<file path="config.mk">
export PLATFORM = sky130hd
export DESIGN_NAME = cam_ctrl
export DESIGN_NICKNAME = d
export VERILOG_FILES = /design/src/rtl/cam_ctrl.sv
export SDC_FILE = /design/constraint.sdc
export NUM_CORES = 1
export LEC_CHECK = 0
export BUFFER_PORTS_ARGS = -buffer_cell sky130_fd_sc_hd__buf_2
export CAP_MARGIN = 20
export CORE_MARGIN = 8
export CORE_UTILIZATION = 50
export CTS_BUF_LIST = sky130_fd_sc_hd__clkbuf_16
export DETAILED_ROUTE_END_ITERATION = 12
export PLACE_DENSITY = 0.7
export SKIP_LAST_GASP = 1
export SYNTH_ARGS = -nofsm -noshare
export SYNTH_HDL_FRONTEND = slang
export SYNTH_SLANG_ARGS = --single-unit
</file>
<file path="constraint.sdc">
create_clock -name clk -period 4.2 [get_ports clk]
set_input_delay 0.63 -clock clk [delete_from_list [all_inputs] [get_ports clk]]
set_output_delay 0.63 -clock clk [all_outputs]
set_load 0.005 [all_outputs]
</file>
<file path="src/rtl/cam_ctrl.sv">
// cam_ctrl: CAM initiator. Allocates the lowest free line on writes and runs a
// three-state search/pop FSM. Optional saturating miss counter: CAM_CTRL_MISS_CNT_EN.
module cam_ctrl #(
    parameter int CAM_DW = 32,
    parameter int CAM_MW = 3,
    parameter int CAM_AW = 8
) (
    input  logic              clk,
    input  logic              rst,
    input  logic              wr_valid,
    output logic              wr_ready,
    input  logic [CAM_DW-1:0] wr_data,
    input  logic              srch_valid,
    output logic              srch_ready,
    input  logic [CAM_MW-1:0] srch_mask,
    input  logic [CAM_MW-1:0] srch_strb,
    output logic              rsp_valid,
    input  logic              rsp_ready,
    output logic              rsp_hit,
    output logic [CAM_DW-1:0] rsp_data,
    output logic [CAM_AW-1:0] rsp_addr,
    output logic [CAM_AW:0]   count,
    output logic [15:0]       miss_cnt,
    output logic [CAM_DW-1:0] cam_data_in,
    output logic [CAM_AW-1:0] cam_addr_in,
    output logic              cam_input_valid,
    output logic [CAM_MW-1:0] cam_mask_in,
    output logic [CAM_MW-1:0] cam_mask_strb,
    output logic              cam_mask_en,
    output logic              cam_data_valid,
    input  logic [CAM_DW-1:0] cam_data_out,
    input  logic [CAM_AW-1:0] cam_addr_out,
    input  logic              cam_hit,
    output logic [1:0]        dbg_state
);
    localparam int DEPTH = 1 << CAM_AW;
    localparam logic [CAM_AW:0] FULL_CNT = (CAM_AW + 1)'(DEPTH);
    localparam logic [CAM_AW:0] ONE_CNT  = (CAM_AW + 1)'(1);

    typedef enum logic [1:0] {
        S_IDLE   = 2'd0,
        S_LOOKUP = 2'd1,
        S_RESP   = 2'd2
    } state_t;

    state_t              r_state;
    state_t              w_state_nxt;
    logic [DEPTH-1:0]    r_shadow;
    logic [DEPTH-1:0]    w_shadow_nxt;
    logic [CAM_AW:0]     r_count;
    logic [CAM_MW-1:0]   r_mask;
    logic [CAM_MW-1:0]   r_strb;
    logic                r_rsp_hit;
    logic [CAM_DW-1:0]   r_rsp_data;
    logic [CAM_AW-1:0]   r_rsp_addr;
    logic [CAM_AW-1:0]   w_alloc;
    logic                w_full;
    logic                w_wr_fire;
    logic                w_pop;
    logic                w_lookup;

    // Handshakes: a transfer happens on a rising edge where valid && ready are both high;
    // ready never depends combinationally on the same stream's valid.
    assign w_full     = (r_count == FULL_CNT);
    assign wr_ready   = !w_full;
    assign w_wr_fire  = wr_valid && !w_full && !rst;
    assign w_lookup   = (r_state == S_LOOKUP);
    assign w_pop      = cam_data_valid;

    always_comb begin
        w_alloc = '0;
        for (int i = DEPTH - 1; i >= 0; i--) begin
            if (!r_shadow[i]) w_alloc = i[CAM_AW-1:0];
        end
    end

    assign cam_input_valid = w_wr_fire;
    assign cam_addr_in     = w_alloc;
    assign cam_data_in     = wr_data;

    always_ff @(posedge clk) begin
        if (rst) r_state <= S_IDLE;
        else     r_state <= w_state_nxt;
    end

    always_comb begin
        w_state_nxt = r_state;
        case (r_state)
            S_IDLE:   if (srch_valid) w_state_nxt = S_LOOKUP;
            S_LOOKUP: w_state_nxt = S_RESP;
            S_RESP:   if (rsp_ready) w_state_nxt = S_IDLE;
            default:  w_state_nxt = S_IDLE;
        endcase
    end

    // The pop strobe is gated by reset so a search abandoned by reset never pops.
    always_comb begin
        srch_ready     = 1'b0;
        rsp_valid      = 1'b0;
        cam_mask_en    = 1'b0;
        cam_mask_in    = '0;
        cam_mask_strb  = '0;
        cam_data_valid = 1'b0;
        case (r_state)
            S_IDLE:   srch_ready = 1'b1;
            S_LOOKUP: begin
                cam_mask_en    = 1'b1;
                cam_mask_in    = r_mask;
                cam_mask_strb  = r_strb;
                cam_data_valid = cam_hit && !rst;
            end
            S_RESP:   rsp_valid = 1'b1;
            default:  ;
        endcase
    end

    always_ff @(posedge clk) begin
        if (rst) begin
            r_mask <= '0;
            r_strb <= '0;
        end else if (r_state == S_IDLE && srch_valid) begin
            r_mask <= srch_mask & srch_strb;
            r_strb <= srch_strb;
        end
    end

    always_ff @(posedge clk) begin
        if (rst) begin
            r_rsp_hit  <= 1'b0;
            r_rsp_data <= '0;
            r_rsp_addr <= '0;
        end else if (w_lookup) begin
            r_rsp_hit  <= cam_hit;
            r_rsp_data <= cam_hit ? cam_data_out : '0;
            r_rsp_addr <= cam_hit ? cam_addr_out : '0;
        end
    end

    // The popped line is still marked during LOOKUP, so set and clear never collide.
    always_comb begin
        w_shadow_nxt = r_shadow;
        if (w_wr_fire) w_shadow_nxt[w_alloc] = 1'b1;
        if (w_pop)     w_shadow_nxt[cam_addr_out] = 1'b0;
    end

    always_ff @(posedge clk) begin
        if (rst) r_shadow <= '0;
        else     r_shadow <= w_shadow_nxt;
    end

    always_ff @(posedge clk) begin
        if (rst)                      r_count <= '0;
        else if (w_wr_fire && !w_pop) r_count <= r_count + ONE_CNT;
        else if (w_pop && !w_wr_fire) r_count <= r_count - ONE_CNT;
    end

`ifdef CAM_CTRL_MISS_CNT_EN
    logic [15:0] r_miss_cnt;

    always_ff @(posedge clk) begin
        if (rst)                                           r_miss_cnt <= '0;
        else if (w_lookup && !cam_hit && r_miss_cnt != 16'hFFFF) r_miss_cnt <= r_miss_cnt + 16'd1;
    end

    assign miss_cnt = r_miss_cnt;
`else
    assign miss_cnt = 16'h0000;
`endif

    assign rsp_hit   = r_rsp_hit;
    assign rsp_data  = r_rsp_data;
    assign rsp_addr  = r_rsp_addr;
    assign count     = r_count;
    assign dbg_state = r_state;

    a_no_hit_when_empty: assert property (@(posedge clk) disable iff (rst)
        !(w_lookup && cam_hit && r_count == '0));

endmodule

</file>
### After elaboration in Yosys (flattened, before gate mapping)

Index checks and enable logic that the tools add are counted.

| storage, ports and cells | value |
|---|---|
| bits in registers | 314 |
| bits of input ports | 84 |
| logic and storage cells | 313 |

| cells by class | value |
|---|---|
| add/sub/neg operators | 2 |
| order comparisons | 4 |
| equality and inequality tests | 5 |
| mux-type cells | 275 |
| bitwise operators | 4 |
| reductions and logical operators | 15 |

Operators by type and width:

| kind | count |
|---|---|
| two-way mux 8 bit | 257 |
| two-way mux 256 bit | 2 |
| bitwise AND 256 bit | 1 |
| NOT 256 bit | 1 |
| OR 256 bit | 1 |
| two-way mux 32 bit | 1 |
| less-than comparator 8 x 9 -> 1 bit, second input constant | 2 |
| two-way mux 9 bit | 2 |
| demux 1 bit (select 8 bit) | 2 |
| >= comparator 8 x 1 -> 1 bit, second input constant | 2 |
| adder 9 x 1 -> 9 bit, second input constant | 1 |
| == test 9 bit, second input constant | 1 |
| subtractor 9 x 1 -> 9 bit, second input constant | 1 |
| logical AND 1 bit | 8 |
| two-way mux 1 bit | 6 |
| two-way mux 3 bit | 2 |
| one-hot mux 2 bit (3 select lines) | 1 |
| zero test 1 bit | 4 |
| two-way mux 2 bit | 2 |
| != test 2 bit, second input constant | 2 |
| bitwise AND 3 bit | 1 |
| == test 2 x 1 -> 1 bit, second input constant | 1 |
| == test 2 bit, second input constant | 1 |
| zero test 2 bit | 1 |
| other kinds (2) | 2 |

### Depth between registers and ports, before layout

| logic depth | value |
|---|---|
| depth in word-level cells | 264 |
| mapped depth | 17 |

### Worst setup path before layout

No wires, ideal clock.

| timing path | value |
|---|---|
| path type | input to register |
| from | input rst |
| to | register r_count[8] (netlist: count[8]) |
| library setup time | 0.070 ns |
| data arrival time | 3.462 ns |
| data required time | 4.130 ns |
| slack | 0.668 ns |
| stages | 16 |
| path buffers | 2 |
| cells stage by stage | clkbuf_1 -> nor2_1 -> clkbuf_1 -> inv_1 -> ha_1 -> inv_1 -> ha_1 -> a21o_1 -> a21oi_1 -> o21bai_1 -> a21oi_1 -> o21bai_1 -> a21oi_1 -> xnor2_1 -> or3_1 -> a21oi_1 |

| between the ends | value |
|---|---|
| cells in the longest elaborated chain, start to end | 6 |
| elaborated cells on any way between the ends | 10 |

RTL lines:

| what | RTL line | source |
|---|---|---|
| start, declared | 9 | `input logic rst,` |
| zero test 1 bit * | 110 | `cam_data_valid = cam_hit && !rst;` |
| logical AND 1 bit * | 110 |  |
| two-way mux 1 bit * | 104 | `case (r_state)` |
| named net cam_data_valid | 30 | `output logic cam_data_valid,` |
| zero test 1 bit | 153 | `else if (w_wr_fire && !w_pop) r_count <= r_count + ONE_CNT;` |
| logical AND 1 bit | 153 |  |
| two-way mux 9 bit / nonzero test 2 bit (equally long branches) | n/a |  |
| end signal, assigned | 153 |  |
| end signal, assigned | 154 | `else if (w_pop && !w_wr_fire) r_count <= r_count - ONE_CNT;` |
| end, declared | 50 | `logic [CAM_AW:0] r_count;` |

The timed path passes the listed nets; every way through them passes the cells marked *.
A chain may end at the register's enable or synchronous reset.

### Worst setup path in the final report

| timing path | value |
|---|---|
| from | register r_shadow[36] |
| to | output cam_addr_in[1] |

| between the ends | value |
|---|---|
| cells in the longest elaborated chain, start to end | 37 |

RTL lines:

| what | RTL line | source |
|---|---|---|
| start, declared | 48 | `logic [DEPTH-1:0] r_shadow;` |
| start signal, assigned | 148 | `else r_shadow <= w_shadow_nxt;` |
| two-way mux 8 bit (37 in series) | 73 | `if (!r_shadow[i]) w_alloc = i[CAM_AW-1:0];` |
| end, declared | 25 | `output logic [CAM_AW-1:0] cam_addr_in,` |

No other way between the ends.

==> impl_metrics.py <==
metrics = {
    "final_layout": {
        "antenna_cells": 0,
        "final-seq-area_um2": 6290,
        "n_fill_cell": 3372,
        "nets": 2524,
        "drive_gt1_share_pct": 14.9,
        "final_cell_mix": "dfxtp_1 (314), a21oi_1 (307), nand2_1 (266)",
        "fin_util_pct": 56.4,
        "synthToLayoutAreaGrowth_pct": 11.2,
        "layout_commonest_cell": "dfxtp_1",
        "fin_cells": 2916,
        "multi_input_area_um2": 10300,
    },
    "yosys": {
        "synth_edf_count": 0,
        "synth_flop_cell": "dfxtp_1",
        "yosysUniqueCellTypes": 112,
        "ys_ff_latch": 314,
        "yosys_warnings": 0,
        "avgSynthCellArea_um2": 7.64,
        "ys_seq_area_share_pct": 34.8,
        "synth-async-reset-ratio_pct": 0,
        "synthCells": 2362,
        "syn-cell-area_um2": 18000,
    },
    "place": {
        "hpwlAfterDp_um": 47700,
        "placed_cells": 2851,
        "gp_congestion": 0.987,
        "port_buffers": 123,
    },
    "critical_path": {
        "crit_type": "reg -> out",
        "cpPeakStageDelay_ns": 0.50,
        "cp_slowest_cell": "a2111oi_4",
        "path_cells": "nand2_1 -> a311oi_2 -> o2111a_1 -> o211ai_1 -> a2111oi_4 -> a21oi_4 -> nor4_1 -> buf_4 -> buf_2",
        "cp_max_fo": 7,
        "critPathArrivalTime_ns": 3.46,
        "end_kind": "output pin",
        "reg2regPathDepth": 11,
        "start_kind": "flop",
        "cp_top_family": "compound AO/OA/AOI/OAI gates",
        "cp.depth": 9,
        "path_buf_inv": 2,
        "cp_data_required_time_ns": 3.57,
    },
    "clocking": {
        "cts.sinks": 314,
        "htree_num_levels": 2,
        "cts_tree": "done",
        "clock_latency_ns": 0.54,
        "cts_buffers": 36,
        "ctsRootBufferMaster": "clkbuf_16",
        "cts_max_path_buffers": 3,
        "cts.clk_slew.worst_paths_ns": 0.06,
    },
    "sta": {
        "max_slew_margin_pct": 23.6,
        "hold_viol_final": 0,
        "post-route-period-util_pct": 97.4,
        "tns_ns": 0,
        "worst_clock_skew_ns": 0.0158,
        "finalCriticalPeriod_ns": 4.09,
        "holdWs_ns": 0.306,
        "tightestPinTransition_ns": 1.14,
        "max_freq_mhz": 245,
        "finalSetupViolCount": 0,
        "report.final.slew_viol_count": 0,
        "rsz0062_at_grt": "no",
    },
    "power_and_ir_drop": {
        "p_total_mw": 6.60,
        "net-switching-power_mw": 1.68,
        "p_per_area_nw_per_um2": 329,
        "pwr-share-seq_pct": 46.0,
        "ir_worst_vdd_mv": 0.317,
        "switching_share_pct": 25.5,
        "clkPwrFrac_pct": 45.7,
        "p_leak_nw": 6.52,
        "p_int_mw": 4.92,
        "combPwrFrac_pct": 8.3,
    },
    "route": {
        "wl_per_cell_um": 24.5,
        "drcViolationCount": 0,
        "dr.pass1.iters": 6,
        "totalWireLength_um": 71300,
        "viasPerCell": 6.81,
        "num_vias": 19900,
        "drtAntennaViolNets": 0,
        "drtIter0Drc": 2645,
    },
    "floorplanning": {
        "rows": 69,
        "design.die.area_um2": 42400,
        "ioPinCount": 204,
        "die_h_um": 206,
        "initial_core_util_pct": 50.7,
        "core_area_um2": 35600,
        "dieWidth_um": 206,
    },
    "global_route": {
        "antenna_found_initial": 1,
        "grt_pass1_wl_um": 109000,
        "grt_overflow": 0,
        "grt_pass1_vias": 18600,
        "grt_start_max_net_pins": 98,
        "track_usage_pct": 32.6,
    },
    "outcome": {
        "status": "completed",
    },
    "worst_hold_path": {
        "holdPathStages": 2,
        "min_path_type": "in -> reg",
    },
    "run": {
        "cap_viol_max_count": 0,
    },
}
routing by layer:
| metal | share of wire [%] | GRT usage (%) | wire length [um] |
|---|---|---|---|
| met1 | 39 | 43.6 | 28100 |
| met2 | 43 | 49.5 | 30500 |
| met3 | 13 | 7.37 | 9170 |
| met4 | 4.9 | 15.3 | 3510 |
| met5 | 0.025 | 0 | 18 |
power by group through the flow:
stage                     Combinational (mW)  Sequential [mW]  Clock, mW
after floorplan                        0.382             3.10          0
after global placement                 0.521             3.10          0
after detailed placement               0.532             3.10          0
after CTS                              0.535             3.04       3.03
after global routing                   0.594             3.04       3.17
final                                  0.545             3.04       3.02
final timing paths:
check                                 from                       end  slack, ns
hold / removal             cam_data_out[4]  rsp_data[4]$_SDFFE_PP0P_       0.31
setup / recovery   r_shadow[36]$_SDFF_PP0_            cam_addr_in[1]       0.11
setup reg to reg  r_shadow[111]$_SDFF_PP0_  r_shadow[165]$_SDFF_PP0_       0.16
hold reg to reg     r_mask[1]$_SDFFE_PP0P_    r_mask[1]$_SDFFE_PP0P_       0.45
per-stage QoR:
stage / instance area [um2] / setup slack (ns)
2_1_floorplan: 18100 / 0.668
3_3_place_gp: 18900 / 0.104
3_5_place_dp: 18900 / 0.0912
4_1_cts: 20000 / 0.0591
5_1_grt: 20100 / 0.0429
6_report: 20100 / 0.110
repair_timing:
action | CTS | global route
hold buffers | 0 | 0
setup endpoints to repair | 1 | 1
buffers inserted | 0 | 0
gates resized for setup | 3 | 2
hold endpoints to repair | 0 | 0
layout make-up:
cell class	instances	share of cell area [%]
Clock buffer	37	4.61
Clock inverter	25	0.798
Inverter	126	2.36
Multi-Input combinational cell	1738	51.3
Sequential cell	314	31.3
Tap cell	461	2.87
Timing Repair Buffer	215	6.70
logic make-up (layout without fill, tap and decap cells):
| family | Yosys count | count (layout) | synth area share [%] |
|---|---|---|---|
| mux | 2 | 2 | 0.111 |
| flops | 314 | 314 | 34.8 |
| buf+inv | 325 | 403 | 9.10 |
| xor+xnor | 8 | 8 | 0.388 |
| other cells | 1 | 16 | 0.0208 |
| compound gates | 846 | 846 | 29.7 |
| simple gates | 857 | 857 | 25.2 |
| fa+ha+maj | 9 | 9 | 0.666 |
synthesized netlist by cell type, types with 5 or more instances:
master | count | area share (%)
or4_1 | 7 | 0.29
o21bai_1 | 7 | 0.29
a211oi_1 | 33 | 1.4
a211o_1 | 5 | 0.24
ha_1 | 8 | 0.55
clkbuf_8 | 9 | 0.69
nor2b_1 | 18 | 0.62
o31ai_1 | 6 | 0.25
buf_1 | 9 | 0.19
or3_1 | 7 | 0.24
nand3_1 | 149 | 4.1
o21a_1 | 5 | 0.21
nand4_1 | 152 | 5.3
a41oi_1 | 12 | 0.58
dfxtp_1 | 314 | 35
and2_1 | 12 | 0.42
buf_2 | 21 | 0.58
and4_1 | 18 | 0.87
nor4_1 | 25 | 0.87
or2_2 | 6 | 0.21
nor2_1 | 89 | 1.9
a21o_1 | 38 | 1.6
buf_6 | 11 | 0.69
a221oi_1 | 38 | 1.8
a311oi_1 | 6 | 0.29
a21boi_0 | 6 | 0.25
nor4_2 | 6 | 0.42
a21oi_1 | 307 | 8.5
inv_1 | 124 | 2.6
clkbuf_1 | 88 | 1.8
o21ai_2 | 21 | 1.0
o2111ai_1 | 9 | 0.44
xnor2_1 | 7 | 0.34
nand2b_1 | 15 | 0.52
nand3b_1 | 5 | 0.21
o21ai_0 | 195 | 5.4
o21ai_1 | 19 | 0.53
nor2_4 | 9 | 0.56
buf_4 | 59 | 2.5
a22o_1 | 40 | 1.9
nand2_1 | 266 | 5.5
a31oi_1 | 27 | 0.94
o221ai_1 | 6 | 0.29
nor3_1 | 35 | 0.97
o211ai_1 | 12 | 0.50
flip-flops by register name, indices dropped and copies added, names as in the netlist:
register,cells
r_shadow,256
rsp_data,32
count,9
rsp_addr,8
r_mask,3
r_strb,3
dbg_state,2
rsp_hit,1
Power figures use the tool's default switching activity.
